--- src/rtl/fnd_scan_decoder_if.sv ---
// Observed seven-segment scan bus plus the decoded digit outputs of fnd_scan_decoder.
interface fnd_scan_decoder_if;
  logic [6:0] iSeg;
  logic       iDigitSel;
  logic [3:0] oDigit_1;
  logic [3:0] oDigit_2;
  logic       oValid;
  logic       oErr;

  modport master (
    output iSeg,
    output iDigitSel,
    input  oDigit_1,
    input  oDigit_2,
    input  oValid,
    input  oErr
  );

  modport slave (
    input  iSeg,
    input  iDigitSel,
    output oDigit_1,
    output oDigit_2,
    output oValid,
    output oErr
  );
endinterface

--- src/rtl/fnd_scan_decoder.sv ---
// Snoops a two-digit multiplexed seven-segment display and recovers the shown hex digits.
// Define FND_DEC_INV_SEG_EN for common-anode (active-low) segment buses.
module fnd_scan_decoder #(
  parameter int SETTLE_CYCLES = 4
) (
  input logic iCLK,
  input logic iRST_N,
  fnd_scan_decoder_if.slave bus
);

  typedef enum logic [1:0] {WAIT, SETTLE, SAMPLE} stateT;

  localparam logic [7:0] LastCnt = 8'(SETTLE_CYCLES - 1);

  stateT      state;
  logic [7:0] settleCnt;
  logic       selPrev;
  logic [6:0] segPrev;
  logic       target;
  logic       sampleFire;
  logic       sampleTarget;
  logic [6:0] sampleSeg;
  logic       capt1;
  logic       capt2;

  logic [6:0] segEff;
  logic       selEdge;
  logic       segStable;
  logic       decValid;
  logic [3:0] decValue;

`ifdef FND_DEC_INV_SEG_EN
  assign segEff = ~bus.iSeg;
`else
  assign segEff = bus.iSeg;
`endif

  assign selEdge   = (bus.iDigitSel != selPrev);
  assign segStable = (segEff == segPrev);

  always_comb begin
    decValid = 1'b1;
    decValue = 4'h0;
    case (sampleSeg)
      7'h3F: decValue = 4'h0;
      7'h06: decValue = 4'h1;
      7'h5B: decValue = 4'h2;
      7'h4F: decValue = 4'h3;
      7'h66: decValue = 4'h4;
      7'h6D: decValue = 4'h5;
      7'h7D: decValue = 4'h6;
      7'h07: decValue = 4'h7;
      7'h7F: decValue = 4'h8;
      7'h6F: decValue = 4'h9;
      7'h77: decValue = 4'hA;
      7'h7C: decValue = 4'hB;
      7'h39: decValue = 4'hC;
      7'h5E: decValue = 4'hD;
      7'h79: decValue = 4'hE;
      7'h71: decValue = 4'hF;
      default: decValid = 1'b0;
    endcase
  end

  // The select register is frozen during SAMPLE so an edge arriving then is seen in WAIT.
  // The sample is decoded one clock after SAMPLE, which is where the outputs change.
  always_ff @(posedge iCLK or negedge iRST_N) begin
    if (!iRST_N) begin
      state        <= WAIT;
      settleCnt    <= 8'd0;
      selPrev      <= 1'b0;
      segPrev      <= 7'h00;
      target       <= 1'b0;
      sampleFire   <= 1'b0;
      sampleTarget <= 1'b0;
      sampleSeg    <= 7'h00;
      capt1        <= 1'b0;
      capt2        <= 1'b0;
      bus.oDigit_1 <= 4'h0;
      bus.oDigit_2 <= 4'h0;
      bus.oValid   <= 1'b0;
      bus.oErr     <= 1'b0;
    end else begin
      segPrev    <= segEff;
      sampleFire <= 1'b0;
      bus.oValid <= 1'b0;
      bus.oErr   <= 1'b0;
      if (state != SAMPLE) selPrev <= bus.iDigitSel;

      case (state)
        WAIT: begin
          if (selEdge) begin
            state     <= SETTLE;
            settleCnt <= 8'd0;
            target    <= bus.iDigitSel;
          end
        end
        SETTLE: begin
          if (selEdge) begin
            settleCnt <= 8'd0;
            target    <= bus.iDigitSel;
          end else if (!segStable) begin
            settleCnt <= 8'd0;
          end else if (settleCnt == LastCnt) begin
            state     <= SAMPLE;
            settleCnt <= 8'd0;
          end else begin
            settleCnt <= settleCnt + 8'd1;
          end
        end
        SAMPLE: begin
          state        <= WAIT;
          sampleFire   <= 1'b1;
          sampleSeg    <= segPrev;
          sampleTarget <= target;
        end
        default: state <= WAIT;
      endcase

      if (sampleFire) begin
        if (!decValid) begin
          bus.oErr <= 1'b1;
        end else begin
          if (sampleTarget) bus.oDigit_2 <= decValue;
          else              bus.oDigit_1 <= decValue;
          if ((sampleTarget && capt1) || (!sampleTarget && capt2)) begin
            bus.oValid <= 1'b1;
            capt1      <= 1'b0;
            capt2      <= 1'b0;
          end else if (sampleTarget) begin
            capt2 <= 1'b1;
          end else begin
            capt1 <= 1'b1;
          end
        end
      end
    end
  end

endmodule
--- src/flat_wrapper.sv ---
// flat-port wrapper written by rule: the top's interface ports become plain ports
module fnd_scan_decoder_flat 
#(
  parameter int SETTLE_CYCLES = 4
)
  (iCLK, iRST_N, bus_iSeg, bus_iDigitSel, bus_oDigit_1, bus_oDigit_2, bus_oValid, bus_oErr);
  fnd_scan_decoder_if bus_i ();
  input logic iCLK;
  input logic iRST_N;
  input wire logic [$bits(bus_i.iSeg)-1:0] bus_iSeg;
  input wire logic [$bits(bus_i.iDigitSel)-1:0] bus_iDigitSel;
  output wire logic [$bits(bus_i.oDigit_1)-1:0] bus_oDigit_1;
  output wire logic [$bits(bus_i.oDigit_2)-1:0] bus_oDigit_2;
  output wire logic [$bits(bus_i.oValid)-1:0] bus_oValid;
  output wire logic [$bits(bus_i.oErr)-1:0] bus_oErr;
  assign bus_i.iSeg = bus_iSeg;
  assign bus_i.iDigitSel = bus_iDigitSel;
  assign bus_oDigit_1 = bus_i.oDigit_1;
  assign bus_oDigit_2 = bus_i.oDigit_2;
  assign bus_oValid = bus_i.oValid;
  assign bus_oErr = bus_i.oErr;
  fnd_scan_decoder #(.SETTLE_CYCLES(SETTLE_CYCLES)) u_core (.iCLK(iCLK), .iRST_N(iRST_N), .bus(bus_i));
endmodule
--- config.mk ---
export PLATFORM = sky130hd
export DESIGN_NAME = fnd_scan_decoder_flat
export DESIGN_NICKNAME = d
export VERILOG_FILES = /design/src/rtl/fnd_scan_decoder_if.sv /design/src/rtl/fnd_scan_decoder.sv /design/src/flat_wrapper.sv
export SDC_FILE = /design/constraint.sdc
export NUM_CORES = 1
export LEC_CHECK = 0
export BUFFER_PORTS_ARGS = -buffer_cell sky130_fd_sc_hd__buf_4
export CAP_MARGIN = 20
export CORE_MARGIN = 4
export CORE_UTILIZATION = 58
export DETAILED_ROUTE_END_ITERATION = 16
export PLACE_DENSITY = 0.78
export SLEW_MARGIN = 10
export SYNTH_ARGS = -nofsm -noshare
export SYNTH_HDL_FRONTEND = slang
export SYNTH_SLANG_ARGS = --single-unit
--- constraint.sdc ---
create_clock -name iCLK -period 2.35 [get_ports iCLK]
set_clock_uncertainty 0.1 [all_clocks]
set_input_delay 0.47 -clock iCLK [delete_from_list [all_inputs] [get_ports iCLK]]
set_output_delay 0.47 -clock iCLK [all_outputs]
set_load 0.005 [all_outputs]
==> impl_results.md <==
* ANT cells at 0
* Final net count at about 230
* Peak Freq at 449 MHz
* Detailed-route wire length at 3730 um
* Die width at ~67 um
* Rel. slew slack at approximately two thirds
* Core ar. at around 0.0034 mm^2
* Area grow syn2layout at 11.8%
* Gpl congestion at 0.859
* CTS buffer count at 5
* # setup viols final at 0
* Syn Inst Count at 194
* Largest net degree at the start of global routing at roughly 40
* Initial antenna violation count at 0
* Synthesized area at about 0.002 mm^2
* Commonest non-fill, non-tap cell in the layout: dfrtp_1
* Max-cap violations at 0
* Top cell type's share of synthesized area at 49.1%
* Clk slew on worst S/H paths at 0.12 ns
* Skew-Pair Late Insertion Delay at between 0.3 and 0.4 ns
* Detailed placement HPWL at 2800 um
* I/O pin cnt at 20
* Synth area leader: dfrtp_1
* Syn avg cell area at 10.5 um^2
* Share of cells above drive strength 1 at about a quarter
* Initial core utilization at 60.6%
* Residual DRC at 0
* Sink Count at 40
* Post-CTS sizing at 0
* Placement row count at 21
* DR vias/cell at a little under 6
* Worst setup EP type: flop
* Fin crit share at 94.7%
* Unrepaired setup endpoints after global routing: no
* CTS tree: built
* Die area at ~0.0045 mm^2
* WS Path Type: reg -> reg
* Slew @ Worst Pin at 0.492 ns
* P_leak at between 0.9 and 1 nW
* Fin cells at 261
* Setup TNS at 0 ns
* Syn Nets at between 200 and 250
* Status: finished clean
* Chip Height at 67.3 um
* Routed via count at approximately 1.5k
* YS warnings at 0
* Worst Path Max Fanout at 15
* Most frequent cells in the layout: dfrtp_1 (40), buf_4 (23), nand2_1 (17)
* Main synth FF type: dfrtp_1
* Synth cell types at 48
* Initial drt markers at 72
* WP data arrival at 2.35 ns
* Final ANT Viol Nets at 0
* Sequential fraction of the synthesis area at between 40% and 50%
* Final Critical Period at 2.23 ns
* Final Max Tran Viols at 0
* Vias in the first global route at 1461
* PwrDens at around 470 mW/mm^2
* Number of synthesized flops with an enable pin at 0
* Hold Vio Cnt, Final at 0
* Flop and latch count out of synthesis at 40
* CTS Buffer Depth at 2
* Dominant cells by area after synthesis: dfrtp_1 (49%), mux2_2 (6.6%), xnor2_1 (4.7%)
* Worst VDD drop at 0.371 mV
* IO buf count at 19
* Async set or reset register ratio after synthesis at 100%
* Root Driver: clkbuf_4
* Crit start category: flop
* Tot GR Track Use at 19.1%
* DP Cell Count at 253
* Wirelength per Cell at 14.3 um
* DRT Pass-1 Iters at 4
* Global-route wire length before repair at ~6500 um
* WHS at 0.150 ns
* GRT overflow at 0
* H-tree Lvls at 2
* Worst min path class: in -> reg
* Worst EP required at around 2.5 ns
## cell families after synthesis
group	Yosys count	share of synthesized area, %
flip-flops	40	49.1
XOR/XNOR	11	4.73
AND/OR/NAND/NOR	81	22.8
buffers and inverters	17	3.68
adder cells (fa/ha/maj)	1	0.614
AO/OA/AOI/OAI	26	8.96
multiplexers	18	10.1
## critical path, stage by stage (launching register included)
cell,delay (ns)
dfrtp_1,0.57
or3b_1,0.41
a211oi_2,0.29
nor4_2,0.13
a21boi_2,0.26
mux2_2,0.36
## metrics by stage
stage | cell area, um^2 | power [mW] | utilization, % | worst slack, ns
4_1_cts | 2280 | 1.09 | 67.8 | 0.119
6_report | 2280 | 1.08 | 67.8 | 0.125
2_1_floorplan | 2040 | 0.734 | - | 0.384
3_5_place_dp | 2220 | 0.767 | 66.0 | 0.151
3_3_place_gp | 2220 | 0.764 | 66.0 | 0.224
5_1_grt | 2280 | 1.13 | 67.8 | 0.00657
## path summary, 6_finish.rpt
path                                startpoint                     end  slack [ns]  cells past startpoint
setup / recovery           u_core.sampleSeg[1]  u_core.bus.oDigit_2[1]        0.12                      5
hold / removal                     bus_iSeg[4]       u_core.segPrev[4]        0.15                      1
setup reg to reg           u_core.sampleSeg[1]  u_core.bus.oDigit_2[1]        0.12                      5
hold reg to reg                 u_core.selPrev           u_core.target        0.42                      1
max in group asynchronous               iRST_N       u_core.segPrev[6]        1.28                      2
min in group asynchronous               iRST_N  u_core.bus.oDigit_2[0]        0.53                      2
## sequential cells by signal (all words and copies together) (netlist names)
register and count:
u_core.target 1, u_core.bus.oErr 1, u_core.settleCnt 8, u_core.sampleFire 1, u_core.sampleTarget 1, u_core.sampleSeg 7
u_core.selPrev 1, u_core.capt2 1, u_core.bus.oValid 1, u_core.state 2, u_core.bus.oDigit_2 4, u_core.capt1 1
u_core.segPrev 7, u_core.bus.oDigit_1 4
## synthesized netlist by cell type, drive strengths merged (2+ instances only)
master,n
nor4b,2
nor3,3
or4,3
clkbuf,2
a21oi,6
o2bb2ai,2
xnor2,11
inv,7
nor2,15
nor2b,3
mux2,14
nor3b,3
a21boi,2
nand3b,3
mux2i,4
nand3,14
nand2b,4
o21ai,7
nand4,2
dfrtp,40
nand2,17
nor4,3
buf,8
## power by group
group / internal (mW) / switching, mW / total, mW / leakage (nW)
Clock: 0.109 / 0.218 / 0.327 / 0.0271
Sequential: 0.697 / 0.00714 / 0.704 / 0.533
Combinational: 0.0229 / 0.0269 / 0.0498 / 0.427
Total: 0.829 / 0.252 / 1.08 / 0.987
## metal layers
layer	routed length [um]	up-vias	GRT usage [%]
met3	195	6	4.33
met1	1670	760	24.8
met5	0	-	0
met2	1820	45	31.2
met4	51	0	7.34
li1	-	720	-
## what timing repair did
| item | 4_1_cts | 5_1_grt |
|---|---|---|
| hold buffers | 1 | 0 |
| endpoints found under the hold margin | 18 | 0 |
| buffers inserted | 0 | 0 |
## final cells by class
class | instances | area, um^2
fill | 277 | 1080
sequential | 40 | 1000
multi-input combinational | 137 | 962
timing repair buffer | 24 | 183
tap | 46 | 57.6
clock buffer | 5 | 37.5
inverter | 7 | 26.3
clock inverter | 2 | 12.5
Note: power is estimated with default switching activity, not from simulation.
